<file path="src/rtl/alu_acc_pipe.sv">
// ALU with accumulator feedback and a one-deep valid/ready output register.
//
// Each accepted request computes one of eight logic/arithmetic operations
// on (A, B). A is either the external operand or the accumulator, and the
// accumulator always captures the truncated result of every accepted
// operation. Results and flags sit in an output register that holds them
// until the consumer takes them. A new request can be accepted on the same
// edge as the transfer, so the block sustains one operation per cycle.
//
// Ports:
//   clk        rising-edge clock
//   reset_n    asynchronous active-low reset
//   in_valid   request present
//   in_ready   request can be accepted this cycle (!out_valid || out_ready)
//   a, b       operands (WIDTH bits)
//   op         operation select (3 bits)
//   acc_mode   substitute the accumulator for operand A
//   clr_acc    clear the accumulator (as an operand and as state)
//   out_valid  result/flags valid
//   out_ready  consumer takes the result
//   result     registered result (WIDTH bits)
//   c, n, z, v registered carry, negative, zero and overflow flags
//   op_count   count of accepted operations, wraps silently (CNTW bits)
module alu_acc_pipe #(
  parameter int WIDTH = 8,
  parameter int CNTW  = 16
) (
  input  logic             clk,
  input  logic             reset_n,
  input  logic             in_valid,
  output logic             in_ready,
  input  logic [WIDTH-1:0] a,
  input  logic [WIDTH-1:0] b,
  input  logic [2:0]       op,
  input  logic             acc_mode,
  input  logic             clr_acc,
  output logic             out_valid,
  input  logic             out_ready,
  output logic [WIDTH-1:0] result,
  output logic             c,
  output logic             n,
  output logic             z,
  output logic             v,
  output logic [CNTW-1:0]  op_count
);

  localparam logic [WIDTH:0] CARRY_IN = (WIDTH+1)'(1);

  // Signed overflow of x + y = s. Subtraction passes ~B as y, so a single
  // rule covers both ADD and SUB.
  function automatic logic add_ovf(input logic signed [WIDTH-1:0] x,
                                   input logic signed [WIDTH-1:0] y,
                                   input logic signed [WIDTH-1:0] s);
    return (x[WIDTH-1] == y[WIDTH-1]) && (s[WIDTH-1] != x[WIDTH-1]);
  endfunction

  logic signed [WIDTH-1:0] acc_p1;
  logic signed [WIDTH-1:0] result_p1;
  logic                    c_p1, n_p1, z_p1, v_p1;
  logic                    vld_p1;
  logic [CNTW-1:0]         cnt_p1;

  logic                    accept_p0;
  logic signed [WIDTH-1:0] acc_eff_p0;
  logic signed [WIDTH-1:0] op_a_p0;
  logic signed [WIDTH-1:0] op_b_p0;
  logic [WIDTH:0]          sum_p0;
  logic signed [WIDTH-1:0] res_p0;
  logic                    c_p0, v_p0;

  assign in_ready  = !vld_p1 || out_ready;
  assign accept_p0 = in_valid && in_ready;

  // ---- stage p0: operand select and combinational ALU ----
  always_comb begin
    acc_eff_p0 = clr_acc ? '0 : acc_p1;
    op_a_p0    = acc_mode ? acc_eff_p0 : a;
    op_b_p0    = (op == 3'b111) ? ~b : b;
    // One adder serves ADD and SUB: SUB is A + ~B + 1 at WIDTH+1 bits.
    sum_p0     = {1'b0, op_a_p0} + {1'b0, op_b_p0}
               + ((op == 3'b111) ? CARRY_IN : '0);
    res_p0     = '0;
    c_p0       = 1'b0;
    v_p0       = 1'b0;
    case (op)
      3'b000: res_p0 = ~op_a_p0;
      3'b001: res_p0 = ~b;
      3'b010: res_p0 = op_a_p0 & b;
      3'b011: res_p0 = op_a_p0 | b;
      3'b100: res_p0 = op_a_p0 ^ b;
      3'b101: res_p0 = ~(op_a_p0 ^ b);
      default: begin
        res_p0 = sum_p0[WIDTH-1:0];
        c_p0   = sum_p0[WIDTH];
        v_p0   = add_ovf(op_a_p0, op_b_p0, sum_p0[WIDTH-1:0]);
      end
    endcase
  end

  // ---- stage p1: output register, accumulator and counter ----
  always_ff @(posedge clk or negedge reset_n) begin
    if (!reset_n) begin
      vld_p1    <= 1'b0;
      result_p1 <= '0;
      c_p1      <= 1'b0;
      n_p1      <= 1'b0;
      z_p1      <= 1'b1;
      v_p1      <= 1'b0;
      acc_p1    <= '0;
      cnt_p1    <= '0;
    end else if (accept_p0) begin
      vld_p1    <= 1'b1;
      result_p1 <= res_p0;
      c_p1      <= c_p0;
      n_p1      <= res_p0[WIDTH-1];
      z_p1      <= (res_p0 == '0);
      v_p1      <= v_p0;
      acc_p1    <= res_p0;
      cnt_p1    <= cnt_p1 + CNTW'(1);
    end else begin
      // A completed transfer with no replacement empties the register;
      // otherwise result and flags hold.
      if (out_ready) vld_p1 <= 1'b0;
      if (clr_acc)   acc_p1 <= '0;
    end
  end

  assign out_valid = vld_p1;
  assign result    = result_p1;
  assign c         = c_p1;
  assign n         = n_p1;
  assign z         = z_p1;
  assign v         = v_p1;
  assign op_count  = cnt_p1;

endmodule

</file>
<file path="config.mk">
export PLATFORM = sky130hd
export DESIGN_NAME = alu_acc_pipe
export DESIGN_NICKNAME = d
export VERILOG_FILES = /design/src/rtl/alu_acc_pipe.sv
export SDC_FILE = /design/constraint.sdc
export NUM_CORES = 1
export LEC_CHECK = 0
export BUFFER_PORTS_ARGS = -buffer_cell sky130_fd_sc_hd__buf_2
export CAP_MARGIN = 10
export CORE_ASPECT_RATIO = 1.75
export CORE_UTILIZATION = 50
export CTS_CLUSTER_DIAMETER = 120
export DETAILED_ROUTE_END_ITERATION = 12
export PLACE_DENSITY = 0.84
export SLEW_MARGIN = 20
export SYNTH_ARGS = -nofsm -noshare
export SYNTH_HDL_FRONTEND = slang
export SYNTH_SLANG_ARGS = --single-unit
</file>
<file path="constraint.sdc">
create_clock -name clk -period 2.4 [get_ports clk]
set_input_delay 0.72 -clock clk [delete_from_list [all_inputs] [get_ports clk]]
set_output_delay 0.72 -clock clk [all_outputs]
set_load 0.05 [all_outputs]
</file>
==> metrics.txt, run 1 <==
initial antenna violation count=0; Post-synth ARST share=100%; Post-DP HPWL=6.09 mm; Vias/cell=~5.6; P per Cell Area=a little over 600 nW/µm²; Primary FF master, synth=dfrtp_1; NetSw=1.06 mW; area occupied by multi-input gates=2150 µm²; Pre-Repair DR Iteration Count=4; largest net degree at the start of global routing=37; vias in the first global route=about 3000; RSZ-0062 raised after global routing=true; nature of the critical path endpoint=flop; WS Path Type=in -> reg; Synth area leaders=dfrtp_1, ha_1, xnor2_1, nand2_1, mux2i_1; sequential cell area fraction in the yosys report=between 30% and 40%; Pint=1.45 mW; Clk pwr share=a little under a fifth; status=complete, but fails checks; switch share=42.4%; Final Power=2.51 mW; Layout Cells excl Fill=519; first-pass GRT wire length=13.8 mm; Clock Path Buffers=2; slew margin rel.=49.1%; Max-Cap Viols=0; Max H-tree Level=2; I/O Buffers=54; Synth Net Count=roughly 380; Cells after DPL=507; Synth Cell Area=between 2000 and 3000 µm²; vias=2915; Fin. Hold Viols=0; total CTS buffers=5; PnR worst setup slack=-0.457 ns; I/O pin cnt=between 50 and 60; clk_skew=0.00837 ns; commonest non-fill, non-tap cell in the layout=buf_4; CTS tree=yes; Worst-Margin Slew=between 0.7 and 0.8 ns; total grt overflow=0; Peak supply drop=621 µV; critical path launch point type=primary input; most frequent cells in the layout=buf_4, buf_2, dfrtp_1; Synth top area share=29.4%; hold crit path type=in -> async; WL final=8.55 mm; EDFF count, synth=0; ANT cells=0; Gate Count Post-Synth=336; # setup viols final=17; Filler cells=424; root buffer cell=clkbuf_8; minimum clock period=2.86 ns; r2r worst-path depth=11; wire length per cell=roughly 16 µm; post-synth top area cell=dfrtp_1; Initial Util=52.6%; clk slew on worst S/H paths=0.07 ns; die width=60.4 µm; Die ar.=6290 µm²; WP data arrival=3.08 ns; yosys warns=0; num rows=36; drt drc=0; Final Max Slew Viols=0; remaining antenna violation count=0; total core area=5680 µm²; Final nets=between 400 and 500; clock sink count=36; Final Hold Slack=0.488 ns; Chip Height=~100 µm; Reg area=about 900 µm²; post-synthesis register bit count=36; sequential power share=32.0%; GRT Total Usage=28.5%; area grow syn2layout=37.1%; drt first-iter violations=approximately 190; P_leak=2.01 nW; share of cells above drive strength 1=42.7%; violated checks=negative setup slack; period utilisation layout=119%; worst skew pair latency=~0.29 ns; post-route setup TNS=-3.31 ns; fmax=0.350 GHz; Netlist cell types=60; Comb pwr share=about half; CP required=2.62 ns; crit path max fanout=3; Placer Congestion=0.998; synthesized area per cell=8.88 µm²
power by group through the flow:
stage / clock network, mW / logic (mW) / registers, mW
floorplan: 0 / 0.487 / 1.08
global placement: 0 / 1.08 / 0.804
detailed placement: 0 / 1.11 / 0.808
CTS: 0.483 / 1.17 / 0.799
global route: 0.512 / 1.31 / 0.821
finish: 0.477 / 1.23 / 0.804
cell type report:
cell class	count	area share (%)
sequential	36	22.1
clock buffer	8	2.45
multi-input combinational	265	52.6
tap	76	2.33
timing repair buffer	117	19.0
inverter	17	1.56
metal layers:
metal	wire length, µm	track usage, %
met5	0	0
met4	338	16.8
met3	280	3.73
met2	4550	47.5
met1	3380	33.2
synth_stat cells (all sizes together), types with 3 or more instances:
cell,count
a211oi,4
a21o,6
a21oi,19
a22oi,3
and2,3
and2b,7
and3,6
buf,11
clkbuf,7
dfrtp,35
ha,23
inv,17
mux2,6
mux2i,10
nand2,28
nand2b,4
nand3,9
nand3b,3
nand4,7
nor2,22
nor2b,9
nor3,4
o2111ai,3
o211ai,4
o21a,9
o21ai,14
o22ai,3
o41ai,3
or2,4
or3,5
xnor2,23
xor2,3
cell families (layout without fill, tap and decap cells):
group | count (synthesis) | after routing | share of synthesized area, %
XOR/XNOR | 26 | 26 | 7.63
adder cells (fa/ha/maj) | 23 | 23 | 9.65
multiplexers | 16 | 16 | 5.62
AO/OA/AOI/OAI | 84 | 84 | 19.7
AND/OR/NAND/NOR | 116 | 116 | 20.9
flip-flops | 36 | 36 | 30.2
buffers and inverters | 35 | 142 | 6.21
metrics by stage:
stage / worst slack [ns] / util, % / cell area [µm²]
3_5_place_dp: -0.798 / 65.5 / 3720
4_1_cts: -0.410 / 69.9 / 3970
5_1_grt: -0.535 / 72.0 / 4090
2_1_floorplan: -0.463 / - / 3040
6_report: -0.457 / 72.0 / 4090
3_3_place_gp: -0.690 / 65.5 / 3720
critical path, cell delays in order:
cell and delay (ns):
buf_6 0.10, and3b_2 0.21, or2_4 0.25, xnor2_2 0.14
ha_2 0.20, or3_4 0.37, o21ba_4 0.21, a21o_1 0.19
mux2i_1 0.14, a211oi_2 0.32, buf_4 0.17, o41ai_2 0.05
state kept, by name (all words and copies together) (netlist names):
| register | count |
|---|---|
| acc_p1 | 8 |
| z | 1 |
| c | 1 |
| out_valid | 1 |
| op_count | 16 |
| v | 1 |
| result | 8 |
worst paths after layout:
check / to / from / slack (ns)
setup / recovery: z / acc_mode / -0.46
max in group asynchronous: op_count[2] / reset_n / 1.41
hold reg to reg: op_count[6] / op_count[6] / 0.49
setup reg to reg: z / acc_p1[1] / -0.31
hold / removal: acc_p1[7] / reset_n / 0.49
min in group clk: op_count[6] / op_count[6] / 0.49
timing repair:
| action | 4_1_cts | 5_1_grt |
|---|---|---|
| setup buffers | 4 | 5 |
| endpoints found under the setup margin | 19 | 19 |
| resized for setup | 34 | 22 |
| hold buffers | 0 | 0 |
| pin swaps | 13 | 21 |
Power figures use the tool's default switching activity.
==> run 2: changes to the inputs <==
- PLACE_DENSITY: 0.84 -> 0.74
==> run 2 against run 1 <==
  * The flow still finishes with violations (negative setup slack)
  * Combinational power about the same
  * Sequential share of layout area decreased by 0.23 points
  * Global-route usage decreased by 2.7 points
  * Critical path type unchanged
  * Critical endpoint unchanged
  * Largest cell class unchanged
  * Non-clock buffer count increased by 2
  * Register-to-register slack improved by 0.09 ns
  * Design area increased by 1.0%
  * Via count increased by 0.51%
  * Hold slack got worse by 0.0084 ns
  * Final cell count increased by 0.39%
==> metrics.txt, run 2 (synthesis gave the netlist of run 1 again) <==
Placer Congestion=between 0.9 and 1; drt drc=0; root buffer cell=clkbuf_8; total core area=between 5000 and 6000 µm²; clk slew on worst S/H paths=around 0.070 ns; I/O pin cnt=55; Reg area=902 µm²; Post-DP HPWL=5.70 mm; hold crit path type=reg -> reg; clk_skew=around 0.0056 ns; fmax=0.357 GHz; PnR worst setup slack=-0.404 ns; vias=between 2000 and 3000; Clock Path Buffers=2; vias in the first global route=2783; Final Max Slew Viols=0; RSZ-0062 raised after global routing=true; P per Cell Area=596 nW/µm²; Pint=1.40 mW; critical path launch point type=primary input; Peak supply drop=~600 µV; violated checks=negative setup slack; GRT Total Usage=25.8%; nature of the critical path endpoint=flop; Layout Utilization=72.8%; ANT cells=0; sequential power share=between 30% and 40%; CTS tree=yes; most frequent cells in the layout=buf_4, buf_2, dfrtp_1; initial antenna violation count=0; worst skew pair latency=a little under 0.3 ns; post-place setup slack=-0.730 ns; die width=60.4 µm; # hold bufs at CTS=0; WS Path Type=in -> reg; Final nets=492; clock sink count=36; minimum clock period=2.80 ns; WL final=8.00 mm; total grt overflow=0; largest net degree at the start of global routing=37; wire length per cell=15.4 µm; Die ar.=6290 µm²; Filler cells=447; CP required=2.60 ns; Chip Height=104 µm; Comb pwr share=50.5%; slew margin rel.=49.6%; drt first-iter violations=193; total CTS buffers=5; area grow syn2layout=38.5%; # setup viols final=17; Largest register FFs=16; P_leak=about 2 nW; Max-Cap Viols=0; Fin. Hold Viols=0; I/O Buffers=54; Vias/cell=about 5.6; Final Hold Slack=0.479 ns; commonest non-fill, non-tap cell in the layout=buf_4; Initial Util=52.6%; area occupied by multi-input gates=about 2200 µm²; NetSw=1.06 mW; switch share=43.2%; remaining antenna violation count=0; Final Power=2.46 mW; status=complete, but fails checks; Pre-Repair DR Iteration Count=4; num rows=36; Clk pwr share=roughly 17%; share of cells above drive strength 1=~44%; Worst-Margin Slew=0.756 ns; Max H-tree Level=2; period utilisation layout=117%; WP data arrival=3.00 ns; crit path max fanout=8; first-pass GRT wire length=12.6 mm
==> run 2: changes by cell type in the layout (fill, tap and decap cells not counted), moves of 2 or more <==
cell | before | now
a21oi_2 | 3 | 6
mux2_2 | 2 | 5
mux2_4 | 4 | 1
a21oi_1 | 14 | 12
clkbuf_8 | 7 | 5
clkinv_2 | 0 | 2
o21ai_1 | 2 | 4
o21ai_2 | 2 | 0
o31ai_1 | 2 | 0
==> run 2: layout make-up <==
class                   instances  area share, %
inverters                      17           1.54
multi-input cells             265           52.9
clock inverters                 3          0.454
repair buffers                119           19.3
flip-flops and latches         36           21.8
well taps                      76           2.30
clock buffers                   5           1.67
==> run 2: final timing paths <==
path	cells after the start	startpoint	slack (ns)	end
worst max register to register	10	acc_p1[1]	-0.22	z
worst min-delay path	1	op_count[15]	0.48	op_count[15]
worst max-delay path	12	clr_acc	-0.40	z
min in group asynchronous	1	reset_n	0.50	acc_p1[7]
max in group asynchronous	1	reset_n	1.41	op_count[4]
worst min register to register	1	op_count[15]	0.48	op_count[15]
==> run 2: stage by stage <==
step / instance area [µm²] / std cells / setup TNS (ns)
2_1_floorplan: 3040 / 336 / -2.78
3_3_place_gp: 3720 / 508 / -9.27
3_5_place_dp: 3720 / 508 / -9.79
4_1_cts: 3960 / 518 / -2.04
5_1_grt: 4130 / 521 / -4.19
6_report: 4130 / 521 / -2.88
==> run 2: layer usage <==
layer  wire, µm  global-route usage [%]  share of wire (%)
met1       3120                    31.3                 39
met2       4380                    45.1                 55
met3        309                    1.74                3.9
met4        195                    10.3                2.4
met5          0                       0                  0
==> run 2: worst max-delay path, cell delays in order <==
cell and delay (ns):
buf_12 0.09, buf_4 0.10, and2b_2 0.21, a21oi_2 0.19, mux2i_2 0.12, ha_4 0.18, or3_4 0.33, o21ba_4 0.21
xor2_2 0.14, a22oi_2 0.19, o2111ai_2 0.16, o41ai_2 0.35
==> run 2: power groups by stage <==
stage | registers (mW) | clock network, mW | logic [mW]
final | 0.798 | 0.420 | 1.24
after global routing | 0.814 | 0.456 | 1.33
after CTS | 0.799 | 0.433 | 1.17
after detailed placement | 0.809 | 0 | 1.11
after global placement | 0.806 | 0 | 1.09
after floorplan | 1.08 | 0 | 0.487
==> run 2: repair_timing <==
action / CTS / global route
pin swaps: 9 / 23
setup buffers: 2 / 3
gates resized for setup: 29 / 30
setup endpoints to repair: 19 / 19
==> run 3: changes to the inputs <==
- GPL_TIMING_DRIVEN: default -> 0
==> run 3 against run 2 <==
  * The run still ends with negative setup slack left
  * Flip-flop and latch count is the same
  * Wire length grew 4.9%
  * Non-clock buffer count shrank 33
  * Clock skew grew 0.0058 ns
  * Largest power group unchanged
  * Register-to-register slack lost 0.07 ns
  * Global-route usage grew 0.081 points
  * Final cell count shrank 6.3%
  * Design area shrank 3.8%
==> metrics.txt, run 3 (synthesis gave the netlist of run 1 again) <==
Worst path max stage delay=0.36 ns; worst skew pair latency=0.29 ns; Post-DP HPWL=~5.7 mm; Initial Util=52.6%; WP data arrival=3.05 ns; Cells after DPL=465; crit path max fanout=4; minimum clock period=2.85 ns; nature of the critical path endpoint=flop; P_leak=1.86 nW; remaining antenna violation count=0; crit path from=acc_mode; die width=a little over 60 µm; Largest register FFs=16; fmax=between 0.3 and 0.4 GHz; period utilisation layout=119%; num rows=36; total core area=roughly 5700 µm²; post-route setup TNS=-3.61 ns; WL final=between 8 and 9 mm; status=complete, but fails checks; I/O pin cnt=55; RSZ-0062 raised after global routing=true; drt drc=0; Max-Cap Viols=0; total grt overflow=0; initial antenna violation count=0; # setup viols final=15; Cell Area, Placed=approximately 3400 µm²; Reg-to-Reg Start=acc_p1[1]; Peak supply drop=just under 600 µV; largest net degree at the start of global routing=37; Layout Cells excl Fill=between 400 and 500; vias=about 2900; first-pass GRT wire length=12.5 mm; WS Path Type=in -> reg; WP buf/inv=1; most frequent cells in the layout=buf_2, dfrtp_1, nand2_1; Die ar.=between 6000 and 7000 µm²; crit path cell chain=buf_8, and3b_2, or2_4, xnor2_2, ha_2, or3_1, o21ba_4, a21o_1, mux2i_1, a211oi_2, o41ai_2; vias in the first global route=2701; Filler cells=445; clock sink count=36; PnR worst setup slack=-0.452 ns; Final nets=between 400 and 500; Worst-Margin Slew=around 0.76 ns; ANT cells=0; drt first-iter violations=220; hold_sp=op_count[15]; Placer Congestion=0.845; CTS tree=yes; hold crit path type=reg -> reg; I/O Buffers=53; clk_skew=0.0114 ns; Pre-Repair DR Iteration Count=6; # hold bufs at CTS=0; Final Max Slew Viols=0; slew margin rel.=49.2%; P per Cell Area=635 nW/µm²; clk slew on worst S/H paths=0.08 ns; Clock Path Buffers=2; Vias/cell=5.88; CP required=2.60 ns; GRT Total Usage=25.9%; root buffer cell=clkbuf_8; commonest non-fill, non-tap cell in the layout=buf_2; critical path launch point type=primary input; Max H-tree Level=2; slowest cell on the critical path=or3_1; share of cells above drive strength 1=between 30% and 40%; wire length per cell=between 15 and 20 µm; area grow syn2layout=33.3%; fin area=3980 µm²; crit-path leading delay family=simple AND/OR/NAND/NOR gates; violated checks=negative setup slack; Chip Height=104 µm; Fin. Hold Viols=0; total CTS buffers=5
-- run 3: cell types whose count changed in the layout (fill, tap and decap cells not counted), sizes merged --
cell / previous run / this run
buf: 119 / 78
clkbuf: 5 / 12
bufinv: 0 / 1
bufbuf: 0 / 1
clkinvlp: 0 / 1
clkinv: 3 / 1
-- run 3: per-stage QoR --
stage / setup WS, ns / util, % / hold slack [ns] / total power [mW]
CTS: -0.395 / 64.9 / 0.482 / 2.41
global route: -0.503 / 70.1 / 0.502 / 2.66
floorplan: -0.463 / - / 0.424 / 1.57
detailed placement: -0.905 / 59.9 / 0.467 / 1.82
finish: -0.452 / 70.1 / 0.479 / 2.53
global placement: -0.857 / 59.9 / 0.461 / 1.80
-- run 3: area by class of cell --
class | instances | area [µm²] | share of cell area, %
clock buffer | 5 | 68.8 | 1.73
buffer | 18 | 141 | 3.56
tap | 76 | 95.1 | 2.39
multi-input combinational | 265 | 2220 | 55.9
timing repair buffer | 68 | 442 | 11.1
sequential | 36 | 902 | 22.7
clock inverter | 3 | 42.5 | 1.07
inverter | 17 | 63.8 | 1.60
-- run 3: metal layers --
| layer | track usage [%] | part of all wire (%) |
|---|---|---|
| met4 | 14.8 | 3.7 |
| met5 | 0 | 0 |
| met2 | 44.3 | 55 |
| met3 | 2.61 | 4.1 |
| met1 | 29.5 | 37 |
-- run 3: worst paths after layout --
kind                                 to  slack [ns]  cells after the start
max                                   z       -0.45                     11
min                        op_count[15]        0.48                      1
max reg2reg                           z       -0.29                     10
min reg2reg                op_count[15]        0.48                      1
max in group asynchronous     out_valid        1.41                      1
min in group asynchronous     acc_p1[7]        0.49                      1
-- run 3: worst reg2reg max path, cell delays in order (launching register included) --
cell	delay (ns)
dfrtp_1	0.38
and3b_2	0.21
or2_4	0.27
xnor2_2	0.14
ha_2	0.21
or3_1	0.36
o21ba_4	0.22
a21o_1	0.19
mux2i_1	0.19
a211oi_2	0.08
o41ai_2	0.35
-- run 3: power by group --
| part | total [mW] | internal [mW] | switching (mW) |
|---|---|---|---|
| registers | 0.800 | 0.706 | 0.0944 |
| logic | 1.20 | 0.445 | 0.752 |
| clock network | 0.529 | 0.307 | 0.222 |
-- run 3: timing repair --
action                                  4_1_cts  5_1_grt
resized for setup                            28       35
cloned                                        1        0
endpoints found under the setup margin       17       17
pin swaps                                     1        6
setup buffers                                 3       11
